<file path="src/rtl/float32_pkg.sv">
// Shared types, constants and the operand unpacker for the multi-cycle
// binary32 adder.
package float32_pkg;

  localparam int EXP_W = 8;
  localparam int MAN_W = 23;
  localparam int BIAS  = 127;

  localparam logic [31:0] QNAN = 32'h7FC0_0000;

  localparam logic [2:0] ST_NONE     = 3'd0;
  localparam logic [2:0] ST_OK       = 3'd1;
  localparam logic [2:0] ST_INEXACT  = 3'd2;
  localparam logic [2:0] ST_OVERFLOW = 3'd3;
  localparam logic [2:0] ST_INVALID  = 3'd4;

  typedef enum logic [2:0] {
    S_IDLE,
    S_UNPACK,
    S_ALIGN,
    S_ADD,
    S_NORM_RND
  } state_e;

  typedef struct packed {
    logic             sign;
    logic [EXP_W-1:0] exp;   // effective exponent: subnormals report 1
    logic [MAN_W:0]   sig;   // significand including hidden bit
    logic             is_nan;
    logic             is_inf;
    logic             is_zero;
  } fp_unpacked_t;

  function automatic fp_unpacked_t unpack(input logic [31:0] x);
    fp_unpacked_t     u;
    logic [EXP_W-1:0] e;
    logic [MAN_W-1:0] f;
    e         = x[30:23];
    f         = x[22:0];
    u.sign    = x[31];
    u.exp     = (e == '0) ? 8'd1 : e;
    u.sig     = {(e != '0), f};
    u.is_nan  = (e == '1) && (f != '0);
    u.is_inf  = (e == '1) && (f == '0);
    u.is_zero = (e == '0) && (f == '0);
    return u;
  endfunction

endpackage

</file>
<file path="src/rtl/float32_lzc.sv">
// Combinational leading-zero counter over the 28-bit raw significand sum.
module float32_lzc (
  input  logic [27:0] value,
  output logic [4:0]  count
);

  // Ascending scan: the highest set bit is the last one to write count.
  always_comb begin
    count = 5'd28;
    for (int i = 0; i < 28; i++) begin
      if (value[i]) count = 5'(27 - i);
    end
  end

endmodule

</file>
<file path="src/rtl/float32_add.sv">
// Four-cycle binary32 adder/subtractor, round-to-nearest-even, full subnormal
// support, with a load/busy handshake for a polling controller.
module float32_add
  import float32_pkg::*;
(
  input  logic        CLK,
  input  logic        RST,
  input  logic [31:0] leftArg,
  input  logic [31:0] rightArg,
  input  logic        addSub,
  input  logic        loadArgs,
  output logic [2:0]  status,
  output logic        busy,
  output logic [31:0] sum
);

  state_e       state_q, state_d;
  logic [31:0]  a_q, a_d, b_q, b_d;
  logic         add_q, add_d;
  fp_unpacked_t ua_q, ua_d, ub_q, ub_d;
  logic [26:0]  big_q, big_d, small_q, small_d;
  logic [9:0]   exp_q, exp_d;
  logic         sign_q, sign_d, eff_sub_q, eff_sub_d;
  logic         spec_q, spec_d;
  logic [31:0]  spec_sum_q, spec_sum_d;
  logic [2:0]   spec_st_q, spec_st_d;
  logic [27:0]  raw_q, raw_d;
  logic [31:0]  sum_q, sum_d;
  logic [2:0]   status_q, status_d;

  // Alignment: larger magnitude becomes the reference operand.
  fp_unpacked_t big_op, small_op;
  logic [7:0]   diff;
  logic [26:0]  small_ext, shifted, lost;

  always_comb begin
    if ({ua_q.exp, ua_q.sig} >= {ub_q.exp, ub_q.sig}) begin
      big_op   = ua_q;
      small_op = ub_q;
    end else begin
      big_op   = ub_q;
      small_op = ua_q;
    end
    diff      = big_op.exp - small_op.exp;
    small_ext = {small_op.sig, 3'b000};
    shifted   = small_ext >> diff;
    lost      = small_ext & ~({27{1'b1}} << diff);
  end

  // Normalise and round the registered raw sum.
  logic [4:0]  lz;
  logic [27:0] norm;
  logic [9:0]  exp_n, lshift, exp_f;
  logic [24:0] mant_r;
  logic        guard, rnd_sticky, round_up;
  logic [22:0] frac;
  logic [31:0] res_sum;
  logic [2:0]  res_st;

  float32_lzc u_lzc (
    .value (raw_q),
    .count (lz)
  );

  always_comb begin
    norm   = raw_q;
    exp_n  = exp_q;
    lshift = '0;
    if (raw_q[27]) begin
      norm  = {1'b0, raw_q[27:2], raw_q[1] | raw_q[0]};
      exp_n = exp_q + 10'd1;
    end else begin
      // Never shift below the subnormal boundary (effective exponent 1).
      lshift = {5'd0, lz} - 10'd1;
      if (lshift > exp_q - 10'd1) lshift = exp_q - 10'd1;
      norm  = raw_q << lshift;
      exp_n = exp_q - lshift;
    end
    guard      = norm[2];
    rnd_sticky = norm[1] | norm[0];
    round_up   = guard & (rnd_sticky | norm[3]);
    mant_r     = {1'b0, norm[26:3]} + {24'd0, round_up};
    if (mant_r[24]) begin
      exp_f = exp_n + 10'd1;
      frac  = mant_r[23:1];
    end else begin
      exp_f = mant_r[23] ? exp_n : 10'd0;
      frac  = mant_r[22:0];
    end

    if (spec_q) begin
      res_sum = spec_sum_q;
      res_st  = spec_st_q;
    end else if (raw_q == '0) begin
      res_sum = 32'h0000_0000;
      res_st  = ST_OK;
    end else if (exp_f >= 10'd255) begin
      res_sum = {sign_q, 8'hFF, 23'd0};
      res_st  = ST_OVERFLOW;
    end else begin
      res_sum = {sign_q, exp_f[7:0], frac};
      res_st  = (guard | rnd_sticky) ? ST_INEXACT : ST_OK;
    end
  end

  // NOTE: every always_comb target gets a default (hold) first, so no path
  // can leave a value unassigned and infer a latch.
  always_comb begin
    state_d    = state_q;
    a_d        = a_q;
    b_d        = b_q;
    add_d      = add_q;
    ua_d       = ua_q;
    ub_d       = ub_q;
    big_d      = big_q;
    small_d    = small_q;
    exp_d      = exp_q;
    sign_d     = sign_q;
    eff_sub_d  = eff_sub_q;
    spec_d     = spec_q;
    spec_sum_d = spec_sum_q;
    spec_st_d  = spec_st_q;
    raw_d      = raw_q;
    sum_d      = sum_q;
    status_d   = status_q;

    unique case (state_q)
      S_IDLE: begin
        if (loadArgs) begin
          a_d     = leftArg;
          b_d     = rightArg;
          add_d   = addSub;
          state_d = S_UNPACK;
        end
      end
      S_UNPACK: begin
        ua_d      = unpack(a_q);
        ub_d      = unpack(b_q);
        ub_d.sign = b_q[31] ^ ~add_q;
        state_d   = S_ALIGN;
      end
      S_ALIGN: begin
        big_d     = {big_op.sig, 3'b000};
        small_d   = (diff >= 8'd26) ? {26'd0, |small_op.sig}
                                    : {shifted[26:1], shifted[0] | (|lost)};
        exp_d     = {2'b00, big_op.exp};
        sign_d    = big_op.sign;
        eff_sub_d = big_op.sign ^ small_op.sign;

        spec_d     = 1'b1;
        spec_st_d  = ST_OK;
        spec_sum_d = QNAN;
        if (ua_q.is_nan || ub_q.is_nan ||
            (ua_q.is_inf && ub_q.is_inf && (ua_q.sign != ub_q.sign))) begin
          spec_st_d = ST_INVALID;
        end else if (ua_q.is_inf) begin
          spec_sum_d = {ua_q.sign, 8'hFF, 23'd0};
        end else if (ub_q.is_inf) begin
          spec_sum_d = {ub_q.sign, 8'hFF, 23'd0};
        end else if (ua_q.is_zero && ub_q.is_zero) begin
          spec_sum_d = {ua_q.sign & ub_q.sign, 31'd0};
        end else begin
          spec_d = 1'b0;
        end
        state_d = S_ADD;
      end
      S_ADD: begin
        raw_d   = eff_sub_q ? ({1'b0, big_q} - {1'b0, small_q})
                            : ({1'b0, big_q} + {1'b0, small_q});
        state_d = S_NORM_RND;
      end
      S_NORM_RND: begin
        sum_d    = res_sum;
        status_d = res_st;
        state_d  = S_IDLE;
      end
      default: state_d = S_IDLE;
    endcase
  end

  // NOTE: sequential state uses non-blocking assignments so every flop
  // samples its _d value from before the edge.
  always_ff @(posedge CLK) begin
    if (RST) begin
      state_q  <= S_IDLE;
      sum_q    <= '0;
      status_q <= ST_NONE;
    end else begin
      state_q  <= state_d;
      sum_q    <= sum_d;
      status_q <= status_d;
    end
  end

  // NOTE: pipeline datapath flops carry no reset; every one is written by
  // its stage before any later stage reads it.
  always_ff @(posedge CLK) begin
    a_q        <= a_d;
    b_q        <= b_d;
    add_q      <= add_d;
    ua_q       <= ua_d;
    ub_q       <= ub_d;
    big_q      <= big_d;
    small_q    <= small_d;
    exp_q      <= exp_d;
    sign_q     <= sign_d;
    eff_sub_q  <= eff_sub_d;
    spec_q     <= spec_d;
    spec_sum_q <= spec_sum_d;
    spec_st_q  <= spec_st_d;
    raw_q      <= raw_d;
  end

  assign busy   = (state_q != S_IDLE);
  assign sum    = sum_q;
  assign status = status_q;

endmodule

</file>
<file path="config.mk">
export PLATFORM = sky130hd
export DESIGN_NAME = float32_add
export DESIGN_NICKNAME = d
export VERILOG_FILES = /design/src/rtl/float32_pkg.sv /design/src/rtl/float32_lzc.sv /design/src/rtl/float32_add.sv
export SDC_FILE = /design/constraint.sdc
export NUM_CORES = 1
export LEC_CHECK = 0
export CELL_PAD_IN_SITES_DETAIL_PLACEMENT = 1
export CELL_PAD_IN_SITES_GLOBAL_PLACEMENT = 1
export CORE_ASPECT_RATIO = 0.9
export CORE_MARGIN = 2
export CORE_UTILIZATION = 43
export CTS_CLUSTER_DIAMETER = 40
export DETAILED_ROUTE_END_ITERATION = 10
export PLACE_DENSITY_LB_ADDON = 0.2
export REMOVE_ABC_BUFFERS = 1
export SLEW_MARGIN = 20
export SYNTH_ARGS = -nofsm -noshare
export SYNTH_HDL_FRONTEND = slang
export SYNTH_SLANG_ARGS = --single-unit
</file>
<file path="constraint.sdc">
create_clock -name CLK -period 7.3 [get_ports CLK]
set_input_delay 1.095 -clock CLK [delete_from_list [all_inputs] [get_ports CLK]]
set_output_delay 1.095 -clock CLK [all_outputs]
set_load 0.03 [all_outputs]
</file>
After elaboration in Yosys (flattened, before gate mapping). Index checks and enable logic that the tools add are counted.

Word-level logic and storage cells: 144. Output and inout port bits: 36. Flip-flop bits (word level): 300. Input port bits: 68.

Muxes and demuxes: 53. Add/sub/neg operators: 9. Reductions and logical operators: 26. Equality and inequality tests: 8. Shift-type cells: 3. $lt $le $gt $ge: 4. Bitwise logic cells: 12.

Operators with widths (count): $mux W32 (5); $mux W5 (16); $mux W36 (2); $mux W10 (5); $logic_not A23 Y1 (2); $reduce_bool A23 Y1 (2); $ge A32 B32 Y1 (1); $mux W4 (8); $mux W31 (1); $add A27 B27 Y28 (1); $logic_not A28 Y1 (1); $mux W28 (1); $shl A28 B10 Y27 (1); $sub A27 B27 Y28 (1); $and A27 B27 Y27 (1); $mux W27 (1); $not A27 Y27 (1); $reduce_or A27 Y1 (1); $shl A27 B8 Y27 const A (1); $shr A27 B8 Y27 (1); $add A24 B1 Y25 (1); $reduce_or A24 Y1 (1); $mux W23 (1); $mux W3 (7); other kinds (30) (52).

Depth between registers and ports, before layout.
Depth in word-level cells: 44. Gate-level depth with buffers: 39. Depth with buffers taken out: 34.

By module. Synthesis repeated with hierarchy kept, for this count alone.

Cells, all modules: 2299. Area, all modules: 20398.3 µm².

Modules (own cells, without submodules): float32_add (area each 20061.7 µm², cells an instance 2239, seq. area each 7727.4 µm², times used 1); float32_lzc (area each 336.6 µm², cells an instance 60, seq. area each 0.0 µm², times used 1).

Worst setup path before layout. Ideal clock, no wire load.

Kind: register to register. Start: register raw_q[27]. End: register sum_q[11], in the netlist sum[11]. Buffers on the path: 10. Arrival: 7745 ps. Required time: 7183 ps. Stages on the path, launching flop included: 38. Setup slack: -562 ps. Period minus slack after synthesis: 7862 ps. Setup time: 117 ps. Cell sequence: edfxtp_1 -> buf_2 -> clkbuf_1 -> clkbuf_1 -> clkbuf_1 -> clkbuf_1 -> clkbuf_1 -> or4_1 -> ha_1 -> clkbuf_1 -> inv_1 -> ha_1 -> and3_1 -> and3_1 -> clkbuf_1 -> a21oi_2 -> o21a_1 -> clkinv_1 -> (+2 left out) -> inv_1 -> fa_1 -> a21o_1 -> a21oi_1 -> xnor2_1 -> nor2_1 -> a21oi_1 -> nand2_1 -> or2_2 -> inv_1 -> nand2_1 -> xor2_1 -> or4_1 -> a21oi_1 -> o22ai_1 -> and3b_4 -> buf_6 -> a32o_1.

Longest elaborated chain between the ends: 17. Elaborated cells on any way between the ends: 22. Those cells by class: add/sub (4); order compare (2); shift (1); mux (11); bitwise (3); reduce/logical (1).

RTL lines: start, declared (line float32_add.sv:27) `logic [27:0] raw_q, raw_d;`; start signal, assigned (line float32_add.sv:211) `raw_q <= raw_d;`; $mux W5 (line float32_lzc.sv:11) `if (value[i]) count = 5'(27 - i);`; $sub A5 B1 Y6 (line float32_add.sv:74) `lshift = {5'd0, lz} - 10'd1;`; $gt A10 B10 Y1 (line float32_add.sv:75) `if (lshift > exp_q - 10'd1) lshift = exp_q - 10'd1;`; $mux W10 (line float32_add.sv:75); $mux W10 (line float32_add.sv:69) `if (raw_q[27]) begin`; $shl A28 B10 Y27 (line float32_add.sv:76) `norm = raw_q << lshift;`; $mux W27 (line float32_add.sv:69); $or A1 B1 Y1 (line float32_add.sv:80) `rnd_sticky = norm[1] | norm[0];`; $or A1 B1 Y1 (line float32_add.sv:81) `round_up = guard & (rnd_sticky | norm[3]);`; $and A1 B1 Y1 (line float32_add.sv:81); $add A24 B1 Y25 (line float32_add.sv:82) `mant_r = {1'b0, norm[26:3]} + {24'd0, round_up};`; $mux W10 (line float32_add.sv:87) `exp_f = mant_r[23] ? exp_n : 10'd0;`; $mux W10 (line float32_add.sv:83) `if (mant_r[24]) begin`; $ge A10 B8 Y1 (line float32_add.sv:97) `end else if (exp_f >= 10'd255) begin`; $mux W31 (line float32_add.sv:97); $mux W32 (*) (line float32_add.sv:94) `end else if (raw_q == '0) begin`; $mux W32 (*) (line float32_add.sv:91) `if (spec_q) begin`; end signal, assigned (line float32_add.sv:190) `sum_q <= sum_d;`; end, declared (line float32_add.sv:28) `logic [31:0] sum_q, sum_d;`.

Every way passes the cells marked *; elsewhere a longest branch is shown, timed or not. The select of a mux whose other input is x is not followed. A chain may end at the register's enable or synchronous reset.

Worst setup path after layout.
Start: register raw_q[11]. End: register sum_q[1], in the netlist sum[1].

Longest elaborated chain between the ends: 33. Elaborated cells on any way between the ends: 38. Those cells by class: add/sub (4); order compare (2); shift (1); mux (27); bitwise (3); reduce/logical (1).

RTL lines (line): $mux W4 (float32_lzc.sv:11); $mux W5 (16 in series) (float32_lzc.sv:11); $sub A5 B1 Y6 (float32_add.sv:74); $gt A10 B10 Y1 (float32_add.sv:75); $mux W10 (float32_add.sv:75); $mux W10 (float32_add.sv:69); $shl A28 B10 Y27 (float32_add.sv:76); $mux W27 (float32_add.sv:69); (+2 left out); $and A1 B1 Y1 (float32_add.sv:81); $add A24 B1 Y25 (float32_add.sv:82); $mux W10 (float32_add.sv:87); $mux W10 (float32_add.sv:83); $ge A10 B8 Y1 (float32_add.sv:97); $mux W31 (float32_add.sv:97); $mux W32 (*) (float32_add.sv:94); $mux W32 (*) (float32_add.sv:91).

Marks and branches as above.

==> impl_results.md <==
* Worst R2R End: sum[1]
* Post-synthesis to final-layout area growth at 19.4%
* Layout cells sized above 1 at 0.136
* Top cell type's share of synthesized area at 0.353
* Syn Inst Count at 2,123
* CP top delay family: simple AND/OR/NAND/NOR gates
* Worst skew pair latency at 590 ps
* Clk buf depth at 3
* CTS root buffer: clkbuf_16
* # clock sinks at 270
* Worst-path clk slew at 60 ps
* Initial antenna violation count at 2
* Worst Setup EP: sum[1]
* F_max at 0.144 GHz
* Worst hold-check path type: reg -> reg
* Die area at 0.0476 mm²
* Area of the multi-input gates at 0.0110 mm²
* Worst-path fanout max at 21
* CP Class: reg -> reg
* Int Power at 3.80 mW
* Setup TNS Final at 0 ps
* Synth Cell Area at 0.0197 mm²
* Grt total ovfl at 0
* FF+latch count, synth at 270
* Crit path DAT at 7410 ps
* Syn_area_per_cell at 9.29 µm²
* Post-route setup slack at 334 ps
* Critical path depth in cells at 23
* Detailed placer's ending HPWL at 51,000 µm
* Sequential-to-total area share from yosys stat at 0.392
* Net Sw Frac at 0.356
* CP endpoint kind: register
* Logic gate share of total power at 0.311
* Dominant synthesized flop cell: edfxtp_1
* Clk_skew at 39.5 ps
* P per Cell Area at 251 mW/mm²
* Commonest non-fill, non-tap cell in the layout: edfxtp_1
* H-Tree Level Count at 2
* Crit Reg-Reg Startpoint: raw_q[11]
* Critical Path Start: raw_q[11]
* Final WL at 67,900 µm
* Critical path's largest stage delay at 590 ps
* Die H at 207 µm
* Synth area leader: edfxtp_1
* CTS tree: done
* Worst-path cell chain: buf_4 -> nor4_1 -> buf_4 -> nor2b_1 -> o211a_1 -> a211oi_1 -> or2_2 -> ha_1 -> and4_1 -> and3_4 -> o221ai_2 -> and2_4 -> buf_4 -> mux2i_1 -> a22oi_1 -> a221oi_2 -> o211ai_2 -> or4_1 -> or4_1 -> a21oi_1 -> o22ai_1 -> and3b_4 -> a32o_1
* Worst Path Required at 7740 ps
* Pwr Total at 5.91 mW
* DR iter-0 viols at 1,458
* Register area at 0.00773 mm²
* Worst reg2reg path depth at 23
* Core box area at 0.0454 mm²
* Number of buffers created by CTS at 45
* Routed Antenna Nets at 0
* Post-synth ARST share at 0
* Worst Path Buf+Inv at 3
* GP Congestion at 0.950
* Core Util, Final at 0.519
* CP startpoint kind: register
* Clock power frac at 0.364
* Global-route wire length before repair at 106,000 µm
* Nets at 2,416
* Slew HR at 0.333
* Max Cap Viol at 0
* DR pass1 iterations at 5
* Die X-Extent at 230 µm
* Vias at 17,800
* Routed WL per cell at 23.5 µm
* Port Buffer Count at 103
* Syn. warnings at 0
* Most frequent cells in the layout: edfxtp_1 (232), a21oi_1 (197), nand2_1 (189)
* Run status: completed
* Cts-stage hold buffer count at 0
* Count of different cell masters after synthesis at 100
* Pre-CTS setup slack at -13.1 ps
* Fillers at 5,120
* Post-synth EDFFs at 232
* Tcrit/Tclk final at 0.954
* Cell mode on critical path: buf_4
* DRC at 0
* Area contributors post-synth: edfxtp_1 (35%), ha_1 (6.7%), a21oi_1 (5.1%)
* Final setup fails at 0
* Sw power at 2.10 mW
* I/O Pins at 104
* Largest net degree at the start of global routing at 73
* Fin crit period at 6970 ps
* Starting Density at 0.435
* All-Layer GR Usage at 0.279
* FP Rows at 74
* Worst VDD drop at 0.214 mV
* Via density at 6.16
* Worst Tran Pin Value at 975 ps
* Critical path's slowest cell: or4_1
* Reg2reg setup slack at 330 ps
* Hold Violations, Final at 0
* Slew Limit Fails at 0
* Flop pwr share at 0.325
* Number of global-route vias before repair at 18,400
* Leak Pwr at 8.96 nW
==> area by class of cell <==
type / instances / share of cell area
diodes: 1 / 0.000106
clock buffers: 49 / 0.0493
clock inverters: 34 / 0.0163
inverters: 131 / 0.0210
multi-input cells: 1569 / 0.469
flip-flops and latches: 270 / 0.328
well taps: 608 / 0.0323
repair buffers: 224 / 0.0839
==> kinds of logic (layout without fill, tap and decap cells) <==
kind of cell,count (synthesis),count (layout),synth area share
muxes,111,111,0.0645
and+or+nand+nor,615,616,0.153
adders and majority gates,107,107,0.0687
buffers and inverters,285,438,0.0579
DFF,270,270,0.392
other,0,1,0
AOI/OAI and AO/OA,662,662,0.232
xor gates and xnor gates,73,73,0.0324
==> registers in the layout, summed over array words and instances (netlist names) <==
signal / count
ua_q: 36
big_q: 24
eff_sub_q: 1
small_q: 27
add_q: 1
raw_q: 28
spec_sum_q: 3
status: 3
exp_q: 8
state_q: 3
b_q: 32
sum: 32
sign_q: 1
a_q: 32
ub_q: 36
spec_st_q: 2
spec_q: 1
==> Yosys cell counts (13+ instances only) <==
library cell	number
nor2_1	140
edfxtp_1	232
a211oi_1	21
and2_1	14
nor4_1	36
nand2_1	190
nor2b_1	18
xnor2_1	48
o21ai_0	108
nor3_1	50
o21a_1	13
a31oi_1	23
nand2b_1	24
nand3_1	43
ha_1	105
o211ai_1	16
a221o_1	52
a21oi_1	202
a21o_1	20
clkbuf_1	121
xor2_1	25
dfxtp_1	38
buf_1	14
mux2i_1	90
and3_1	18
inv_1	128
o31ai_1	15
a221oi_1	34
nand4_1	22
==> how the worst min path moves through the flow <==
stage | from | endpoint | slack (ps) | cells past startpoint
after detailed placement | a_q[31] | ua_q[35] | 410 | 0
after global routing | a_q[31] | ua_q[35] | 440 | 0
after floorplan | a_q[31] | ua_q[35] | 400 | 0
after CTS | a_q[31] | ua_q[35] | 420 | 0
final | a_q[31] | ua_q[35] | 420 | 0
after global placement | a_q[31] | ua_q[35] | 410 | 0
==> power groups by stage <==
stage | combinational, mW | clock, mW | sequential, mW
2_1_floorplan | 1.15 | 0 | 1.94
3_5_place_dp | 1.77 | 0 | 1.95
5_1_grt | 1.99 | 2.25 | 1.93
4_1_cts | 1.79 | 2.19 | 1.92
6_report | 1.83 | 2.15 | 1.92
3_3_place_gp | 1.73 | 0 | 1.94
==> metrics by stage <==
step | area [µm²] | hold WS, ps | std cells
after floorplan | 19100 | 400 | 1969
after global placement | 21800 | 412 | 2794
after detailed placement | 21800 | 406 | 2794
after CTS | 23300 | 420 | 2877
after global routing | 23500 | 443 | 2885
final | 23600 | 418 | 2886
==> metal layers <==
metal	vias to the layer above	part of all wire	track usage
li1	8280	-	-
met1	8898	0.46	0.389
met2	487	0.47	0.458
met3	114	0.050	0.0359
met4	2	0.026	0.0774
met5	-	0.00019	0
==> timing repair <==
item,CTS,global route
gates resized for setup,3,37
gates cloned,0,1
setup buffers,0,7
pin swaps,0,6
setup endpoints to repair,26,33
==> worst register-to-register path, cell delays in order, from the launching register on <==
cell,delay (ps)
edfxtp_1,400
buf_4,220
nor4_1,330
buf_4,190
nor2b_1,350
o211a_1,220
a211oi_1,70
or2_2,300
ha_1,320
and4_1,260
and3_4,230
o221ai_2,330
and2_4,340
buf_4,220
mux2i_1,320
a22oi_1,190
a221oi_2,400
o211ai_2,150
or4_1,590
or4_1,540
a21oi_1,160
o22ai_1,120
and3b_4,290
a32o_1,290
Power figures use the tool's default switching activity.
